**config.mk**
```make
export PLATFORM = sky130hd
export DESIGN_NAME = vblank_bus_arbiter_flat
export DESIGN_NICKNAME = d
export VERILOG_FILES = /design/src/rtl/vblank_bus_arbiter_if.sv /design/src/rtl/vblank_bus_arbiter.sv /design/src/flat_wrapper.sv
export SDC_FILE = /design/constraint.sdc
export NUM_CORES = 1
export LEC_CHECK = 0
export CORE_ASPECT_RATIO = 1.4
export CORE_MARGIN = 2
export CORE_UTILIZATION = 64
export CTS_CLUSTER_SIZE = 24
export DETAILED_ROUTE_END_ITERATION = 8
export DONT_BUFFER_PORTS = 1
export PLACE_DENSITY_LB_ADDON = 0.2
export RECOVER_POWER = 25
export SYNTH_ARGS = -nofsm -noshare
export SYNTH_HDL_FRONTEND = slang
export SYNTH_SLANG_ARGS = --single-unit
```
**constraint.sdc**
```tcl
create_clock -name pclk -period 3 [get_ports pclk]
set_input_delay 0.75 -clock pclk [delete_from_list [all_inputs] [get_ports pclk]]
set_output_delay 0.75 -clock pclk [all_outputs]
set_load 0.05 [all_outputs]
```
**src/rtl/vblank_bus_arbiter_if.sv**
```systemverilog
// Requester/memory bundle for vblank_bus_arbiter: packed per-requester write
// requests in, one-hot grant and the registered framebuffer write port out.
interface vblank_bus_arbiter_if #(
  parameter int NUM_REQ = 4,
  parameter int ADDR_W  = 16,
  parameter int DATA_W  = 12
);
  logic [NUM_REQ-1:0]        req;
  logic [NUM_REQ*ADDR_W-1:0] wr_addr;
  logic [NUM_REQ*DATA_W-1:0] wr_data;
  logic [NUM_REQ-1:0]        gnt;
  logic                      mem_we;
  logic [ADDR_W-1:0]         mem_addr;
  logic [DATA_W-1:0]         mem_data;

  modport master (
    output req, wr_addr, wr_data,
    input  gnt, mem_we, mem_addr, mem_data
  );

  modport slave (
    input  req, wr_addr, wr_data,
    output gnt, mem_we, mem_addr, mem_data
  );
endinterface

```
**src/rtl/vblank_bus_arbiter.sv**
```systemverilog
// Round-robin, burst-bounded framebuffer write arbiter that only opens the port in vblank.
// Optional macro ARB_HBLANK_EN adds an hblnk input that also opens a window in every hblank.
module vblank_bus_arbiter #(
  parameter int NUM_REQ      = 4,
  parameter int ADDR_W       = 16,
  parameter int DATA_W       = 12,
  parameter int MAX_BURST    = 16,
  parameter int WIN_END_LINE = 804
) (
  input  logic                pclk,
  input  logic                rst,
  input  logic                vblnk,
`ifdef ARB_HBLANK_EN
  input  logic                hblnk,
`endif
  input  logic [10:0]         vcount,
  vblank_bus_arbiter_if.slave bus,
  output logic                frame_tick,
  output logic                overrun
);
  localparam int IDX_W = $clog2(NUM_REQ);
  localparam int CNT_W = $clog2(MAX_BURST + 1);
  localparam logic [IDX_W:0]      NUM_REQ_V = (IDX_W+1)'(NUM_REQ);
  localparam logic [IDX_W-1:0]    LAST_IDX  = IDX_W'(NUM_REQ - 1);
  localparam logic [CNT_W-1:0]    LAST_BEAT = CNT_W'(MAX_BURST - 1);
  localparam logic [10:0]         WIN_END   = 11'(WIN_END_LINE);
  localparam logic [NUM_REQ-1:0]  GNT_ONE   = NUM_REQ'(1);

  typedef enum logic [1:0] {
    CLOSED = 2'd0,
    ARB    = 2'd1,
    GRANT  = 2'd2
  } state_t;

  state_t              state_r, state_nxt_s;
  logic [NUM_REQ-1:0]  gnt_r, gnt_nxt_s;
  logic [IDX_W-1:0]    cur_idx_r, cur_idx_nxt_s;
  logic [IDX_W-1:0]    ptr_r, ptr_nxt_s;
  logic [CNT_W-1:0]    beat_cnt_r, beat_cnt_nxt_s;
  logic                mem_we_r, mem_we_nxt_s;
  logic [ADDR_W-1:0]   mem_addr_r, mem_addr_nxt_s;
  logic [DATA_W-1:0]   mem_data_r, mem_data_nxt_s;
  logic                overrun_r, overrun_nxt_s;
  logic                frame_tick_r, vblnk_d_r;
  logic                window_open_s, beat_s, sel_found_s;
  logic [IDX_W-1:0]    sel_idx_s;
  logic [IDX_W:0]      cand_s;
  logic [ADDR_W-1:0]   addr_arr_s [NUM_REQ];
  logic [DATA_W-1:0]   data_arr_s [NUM_REQ];

  for (genvar g = 0; g < NUM_REQ; g++) begin : g_unpack
    assign addr_arr_s[g] = bus.wr_addr[g*ADDR_W +: ADDR_W];
    assign data_arr_s[g] = bus.wr_data[g*DATA_W +: DATA_W];
  end

`ifdef ARB_HBLANK_EN
  assign window_open_s = (vblnk && (vcount < WIN_END)) || (hblnk && !vblnk);
`else
  assign window_open_s = vblnk && (vcount < WIN_END);
`endif

  // Round-robin pick: first asserted request at or above ptr, wrapping.
  always_comb begin
    sel_found_s = 1'b0;
    sel_idx_s   = '0;
    cand_s      = '0;
    for (int k = 0; k < NUM_REQ; k++) begin
      cand_s      = {1'b0, ptr_r} + (IDX_W+1)'(k);
      cand_s      = (cand_s >= NUM_REQ_V) ? (cand_s - NUM_REQ_V) : cand_s;
      sel_idx_s   = (!sel_found_s && bus.req[cand_s[IDX_W-1:0]]) ? cand_s[IDX_W-1:0] : sel_idx_s;
      sel_found_s = sel_found_s || bus.req[cand_s[IDX_W-1:0]];
    end
  end

  // Next-state and next-output logic for the window/arbitration FSM.
  always_comb begin
    state_nxt_s    = state_r;
    gnt_nxt_s      = gnt_r;
    cur_idx_nxt_s  = cur_idx_r;
    ptr_nxt_s      = ptr_r;
    beat_cnt_nxt_s = beat_cnt_r;
    mem_we_nxt_s   = 1'b0;
    mem_addr_nxt_s = mem_addr_r;
    mem_data_nxt_s = mem_data_r;
    overrun_nxt_s  = 1'b0;
    beat_s         = bus.req[cur_idx_r] && window_open_s;
    case (state_r)
      CLOSED: begin
        gnt_nxt_s   = '0;
        state_nxt_s = window_open_s ? ARB : CLOSED;
      end
      ARB: begin
        if (!window_open_s) begin
          state_nxt_s   = CLOSED;
          overrun_nxt_s = |bus.req;
        end else if (sel_found_s) begin
          state_nxt_s    = GRANT;
          gnt_nxt_s      = GNT_ONE << sel_idx_s;
          cur_idx_nxt_s  = sel_idx_s;
          beat_cnt_nxt_s = '0;
        end else begin
          state_nxt_s = ARB;
        end
      end
      GRANT: begin
        if (beat_s) begin
          mem_we_nxt_s   = 1'b1;
          mem_addr_nxt_s = addr_arr_s[cur_idx_r];
          mem_data_nxt_s = data_arr_s[cur_idx_r];
          beat_cnt_nxt_s = beat_cnt_r + CNT_W'(1);
        end else begin
          beat_cnt_nxt_s = beat_cnt_r;
        end
        // A missing beat covers both a dropped request and a closing window.
        if (!beat_s || (beat_cnt_r == LAST_BEAT)) begin
          state_nxt_s   = window_open_s ? ARB : CLOSED;
          overrun_nxt_s = !window_open_s && (|bus.req);
          gnt_nxt_s     = '0;
          ptr_nxt_s     = (cur_idx_r == LAST_IDX) ? '0 : (cur_idx_r + IDX_W'(1));
        end else begin
          state_nxt_s = GRANT;
        end
      end
      default: begin
        state_nxt_s = CLOSED;
        gnt_nxt_s   = '0;
      end
    endcase
  end

  // FSM, grant and memory-port registers.
  always_ff @(posedge pclk) begin
    if (rst) begin
      state_r    <= CLOSED;
      gnt_r      <= '0;
      cur_idx_r  <= '0;
      ptr_r      <= '0;
      beat_cnt_r <= '0;
      mem_we_r   <= 1'b0;
      mem_addr_r <= '0;
      mem_data_r <= '0;
      overrun_r  <= 1'b0;
    end else begin
      state_r    <= state_nxt_s;
      gnt_r      <= gnt_nxt_s;
      cur_idx_r  <= cur_idx_nxt_s;
      ptr_r      <= ptr_nxt_s;
      beat_cnt_r <= beat_cnt_nxt_s;
      mem_we_r   <= mem_we_nxt_s;
      mem_addr_r <= mem_addr_nxt_s;
      mem_data_r <= mem_data_nxt_s;
      overrun_r  <= overrun_nxt_s;
    end
  end

  // Vblank rising-edge tick; tracking vblnk through reset suppresses a tick on release.
  always_ff @(posedge pclk) begin
    if (rst) begin
      vblnk_d_r    <= vblnk;
      frame_tick_r <= 1'b0;
    end else begin
      vblnk_d_r    <= vblnk;
      frame_tick_r <= vblnk && !vblnk_d_r;
    end
  end

  assign bus.gnt      = gnt_r;
  assign bus.mem_we   = mem_we_r;
  assign bus.mem_addr = mem_addr_r;
  assign bus.mem_data = mem_data_r;
  assign frame_tick   = frame_tick_r;
  assign overrun      = overrun_r;
endmodule

```
**src/flat_wrapper.sv**
```systemverilog
// flat-port wrapper written by rule: the top's interface ports become plain ports
module vblank_bus_arbiter_flat 
#(
  parameter int NUM_REQ      = 4,
  parameter int ADDR_W       = 16,
  parameter int DATA_W       = 12,
  parameter int MAX_BURST    = 16,
  parameter int WIN_END_LINE = 804
)
  (pclk, rst, vblnk, vcount, frame_tick, overrun, bus_req, bus_wr_addr, bus_wr_data, bus_gnt, bus_mem_we, bus_mem_addr, bus_mem_data);
  vblank_bus_arbiter_if #(.NUM_REQ(NUM_REQ), .ADDR_W(ADDR_W), .DATA_W(DATA_W)) bus_i ();
  input  logic pclk;
  input  logic rst;
  input  logic vblnk;
  input  logic [10:0] vcount;
  output logic frame_tick;
  output logic overrun;
  input wire logic [$bits(bus_i.req)-1:0] bus_req;
  input wire logic [$bits(bus_i.wr_addr)-1:0] bus_wr_addr;
  input wire logic [$bits(bus_i.wr_data)-1:0] bus_wr_data;
  output wire logic [$bits(bus_i.gnt)-1:0] bus_gnt;
  output wire logic [$bits(bus_i.mem_we)-1:0] bus_mem_we;
  output wire logic [$bits(bus_i.mem_addr)-1:0] bus_mem_addr;
  output wire logic [$bits(bus_i.mem_data)-1:0] bus_mem_data;
  assign bus_i.req = bus_req;
  assign bus_i.wr_addr = bus_wr_addr;
  assign bus_i.wr_data = bus_wr_data;
  assign bus_gnt = bus_i.gnt;
  assign bus_mem_we = bus_i.mem_we;
  assign bus_mem_addr = bus_i.mem_addr;
  assign bus_mem_data = bus_i.mem_data;
  vblank_bus_arbiter #(.NUM_REQ(NUM_REQ), .ADDR_W(ADDR_W), .DATA_W(DATA_W), .MAX_BURST(MAX_BURST), .WIN_END_LINE(WIN_END_LINE)) u_core (.pclk(pclk), .rst(rst), .vblnk(vblnk), .vcount(vcount), .bus(bus_i), .frame_tick(frame_tick), .overrun(overrun));
endmodule
```
==> flow_summary.ini <==
[floorplanning]
io_pins = 165
fp.dieW_um = 62.0
die-area_mm2 = 0.00528
fp.dieH_um = 85.2
start_util = 0.665
rows = 29
fp.coreArea_mm2 = 0.00454

[synth]
synth_nets = 437
synth_top_area_frac = 0.312
yosys.area.top_type = dfxtp_1
synth_commonest_cells = dfxtp_1, a21oi_1, o31ai_1
syn-instance-count = 300
synth_edf_count = 0
synth_warnings = 0
ys_ff_latch = 47
synth-seq-area-share = 0.312
post-synth-top-count-cell = dfxtp_1
synthTopCellsByArea = dfxtp_1, mux4_2, o31ai_1
synth_cell_types = 49
synth-async-reset-ratio = 0
syn_avg_cell_area_um2 = 10.1
syn_area_mm2 = 0.00302
ys.flop_type = dfxtp_1

[worst_setup_path]
crit_slowest_cell = clkinv_1
cp_data_required_time_ns = 3.20
crit_chain = inv_1, ha_1, clkinv_1, nor3b_1, a32oi_1, o32ai_1
cp.arrival_ns = 2.77
r2r_cells = 6
cpPeakStageDelay_ns = 0.60
crit_type = flip-flop to flip-flop
cp_max_fo = 18
crit_path_start_kind = flip-flop
worstSetupEndpointType = flip-flop

[detailed_routing]
ant_nets = 0
wire_per_inst_um = 23.4
viasPerCell = 7.45
drc = 0
vias = 2578
first_pass_iters = 4
drtIter0Drc = 278
drt_wl_total_mm = 8.09

[place]
place_congestion = 0.827
place_ws_ns = 0.486
port_buffers = 0
place_inst = 337
post-dp-hpwl_mm = 5.74

[timing]
tightest_slew_ns = 0.611
fin_ws_ns = 0.434
slew_headroom = 0.592
finalHoldViolations = 0
fin_skew_ns = 0.00988
drv_slew = 0
fin_crit_sh = 0.855
fin_tns_setup_ns = 0
final-setup-viol-count = 0
rsz0062_at_grt = false
period_minus_slack_ns = 2.57
max_freq_mhz = 390

[global_routing]
grt_overflow = 0
grt_usage = 0.304
grt_pass1_vias = 2677
antenna_found_initial = 1
grt_pass1_wl_mm = 12.2
grt_start_max_net_pins = 44

[hold_path]
hold_path_depth = 1
hold_class = flip-flop to flip-flop

[pwr]
clockPowerShare = 0.375
p_total_mw = 1.19
switching_share = 0.227
power_switching_mw = 0.271
combPwrFrac = 0.097
p_seq_frac = 0.528
pwr_density_cell_mw_per_mm2 = 379
leakage_nw = 0.907
p_int_mw = 0.922
ir_worst_vdd_mv = 0.203

[clocking]
post_cts_buffers = 0
htreeDepth = 2
clock_sinks = 47
postCtsHoldBufs = 0
ctsLongestPathBuffers = 2
clk_latency_ns = 0.30
cts_buffers = 5
cts_tree = built
clk_pin_slew_ns = 0.08
cts_root_buf = clkbuf_8
cts_resized = 0

[layout]
area_delta_synth_final_pct = 4.48
nets = 419
fill_cells = 361
drive_gt1_frac = 0.188
final_core_util = 0.695
fin_cells = 346

[status]
run_status = complete, no violations

[run]
max_cap_viol_count = 0
==> worst max-delay path: cells and delay by family (launching register included) <==
kind	cells	cell delay (ns)
compound gates	2	0.43
fa+ha+maj	1	0.52
buf+inv	2	0.68
flops	1	0.33
simple gates	1	0.52
==> flip-flops by register name (all words and copies together) (netlist names) <==
| name | flops |
|---|---|
| u_core.overrun | 1 |
| u_core.state_r | 2 |
| u_core.vblnk_d_r | 1 |
| u_core.ptr_r | 2 |
| u_core.frame_tick | 1 |
| u_core.bus.mem_addr | 16 |
| u_core.cur_idx_r | 2 |
| u_core.beat_cnt_r | 5 |
| u_core.bus.mem_data | 12 |
| u_core.bus.gnt | 4 |
| u_core.bus.mem_we | 1 |
==> logic make-up (layout without fill, tap and decap cells) <==
kind of cell	after synthesis	in the layout	synth area share
other cells	0	2	0
flops	47	47	0.312
buf+inv	46	28	0.0622
mux	37	37	0.244
compound gates	95	95	0.220
simple gates	68	68	0.133
fa+ha+maj	7	7	0.0290
==> metal layers <==
layer	vias up	GRT usage	wire length (um)
met4	0	0.0851	144
li1	1180	-	-
met3	16	0.0762	689
met5	-	0	0
met2	131	0.519	4270
met1	1251	0.367	2980
==> final cells by class <==
class	instances	area (um^2)	area share
Multi-Input combinational cell	207	1890	0.601
Sequential cell	47	942	0.299
Timing Repair Buffer	10	87.6	0.0278
Tap cell	62	77.6	0.0246
Clock buffer	6	72.6	0.0230
Inverter	11	41.3	0.0131
Clock inverter	1	30.0	0.00953
Antenna cell	2	5.00	0.00159
==> worst paths after layout <==
| path | from | slack [ns] | to |
|---|---|---|---|
| max | u_core.state_r[0] | 0.43 | u_core.bus.gnt[2] |
| max reg2reg | u_core.state_r[0] | 0.43 | u_core.bus.gnt[2] |
| min | u_core.vblnk_d_r | 0.39 | u_core.frame_tick |
| min reg2reg | u_core.vblnk_d_r | 0.39 | u_core.frame_tick |
==> layout by cell type (no fill, tap or decap), drive strengths merged, types with 3 or more instances in the layout <==
| cell | instances |
|---|---|
| o32ai | 4 |
| nand2b | 4 |
| o31ai | 30 |
| inv | 10 |
| mux2 | 3 |
| and3 | 3 |
| mux2i | 5 |
| nor4 | 3 |
| clkbuf | 6 |
| o311ai | 3 |
| mux4 | 29 |
| nand2 | 5 |
| nand3 | 3 |
| nor3 | 4 |
| buf | 10 |
| ha | 7 |
| dfxtp | 47 |
| a21oi | 34 |
| nor2 | 7 |
| nand4 | 29 |
| or4 | 3 |
==> through the flow <==
step | hold slack, ns | cell area (um^2)
after floorplan | 0.372 | 3020
after global placement | 0.376 | 3040
after detailed placement | 0.378 | 3040
after CTS | 0.389 | 3150
after global routing | 0.399 | 3150
final | 0.387 | 3150
==> power groups by stage <==
| stage | clock [mW] | sequential (mW) | combinational (mW) |
|---|---|---|---|
| global placement | 0 | 0.645 | 0.113 |
| finish | 0.447 | 0.631 | 0.116 |
| detailed placement | 0 | 0.646 | 0.113 |
| CTS | 0.450 | 0.631 | 0.114 |
| floorplan | 0 | 0.645 | 0.0990 |
| global route | 0.479 | 0.631 | 0.124 |
No activity file was read; power rests on OpenSTA's default activity.
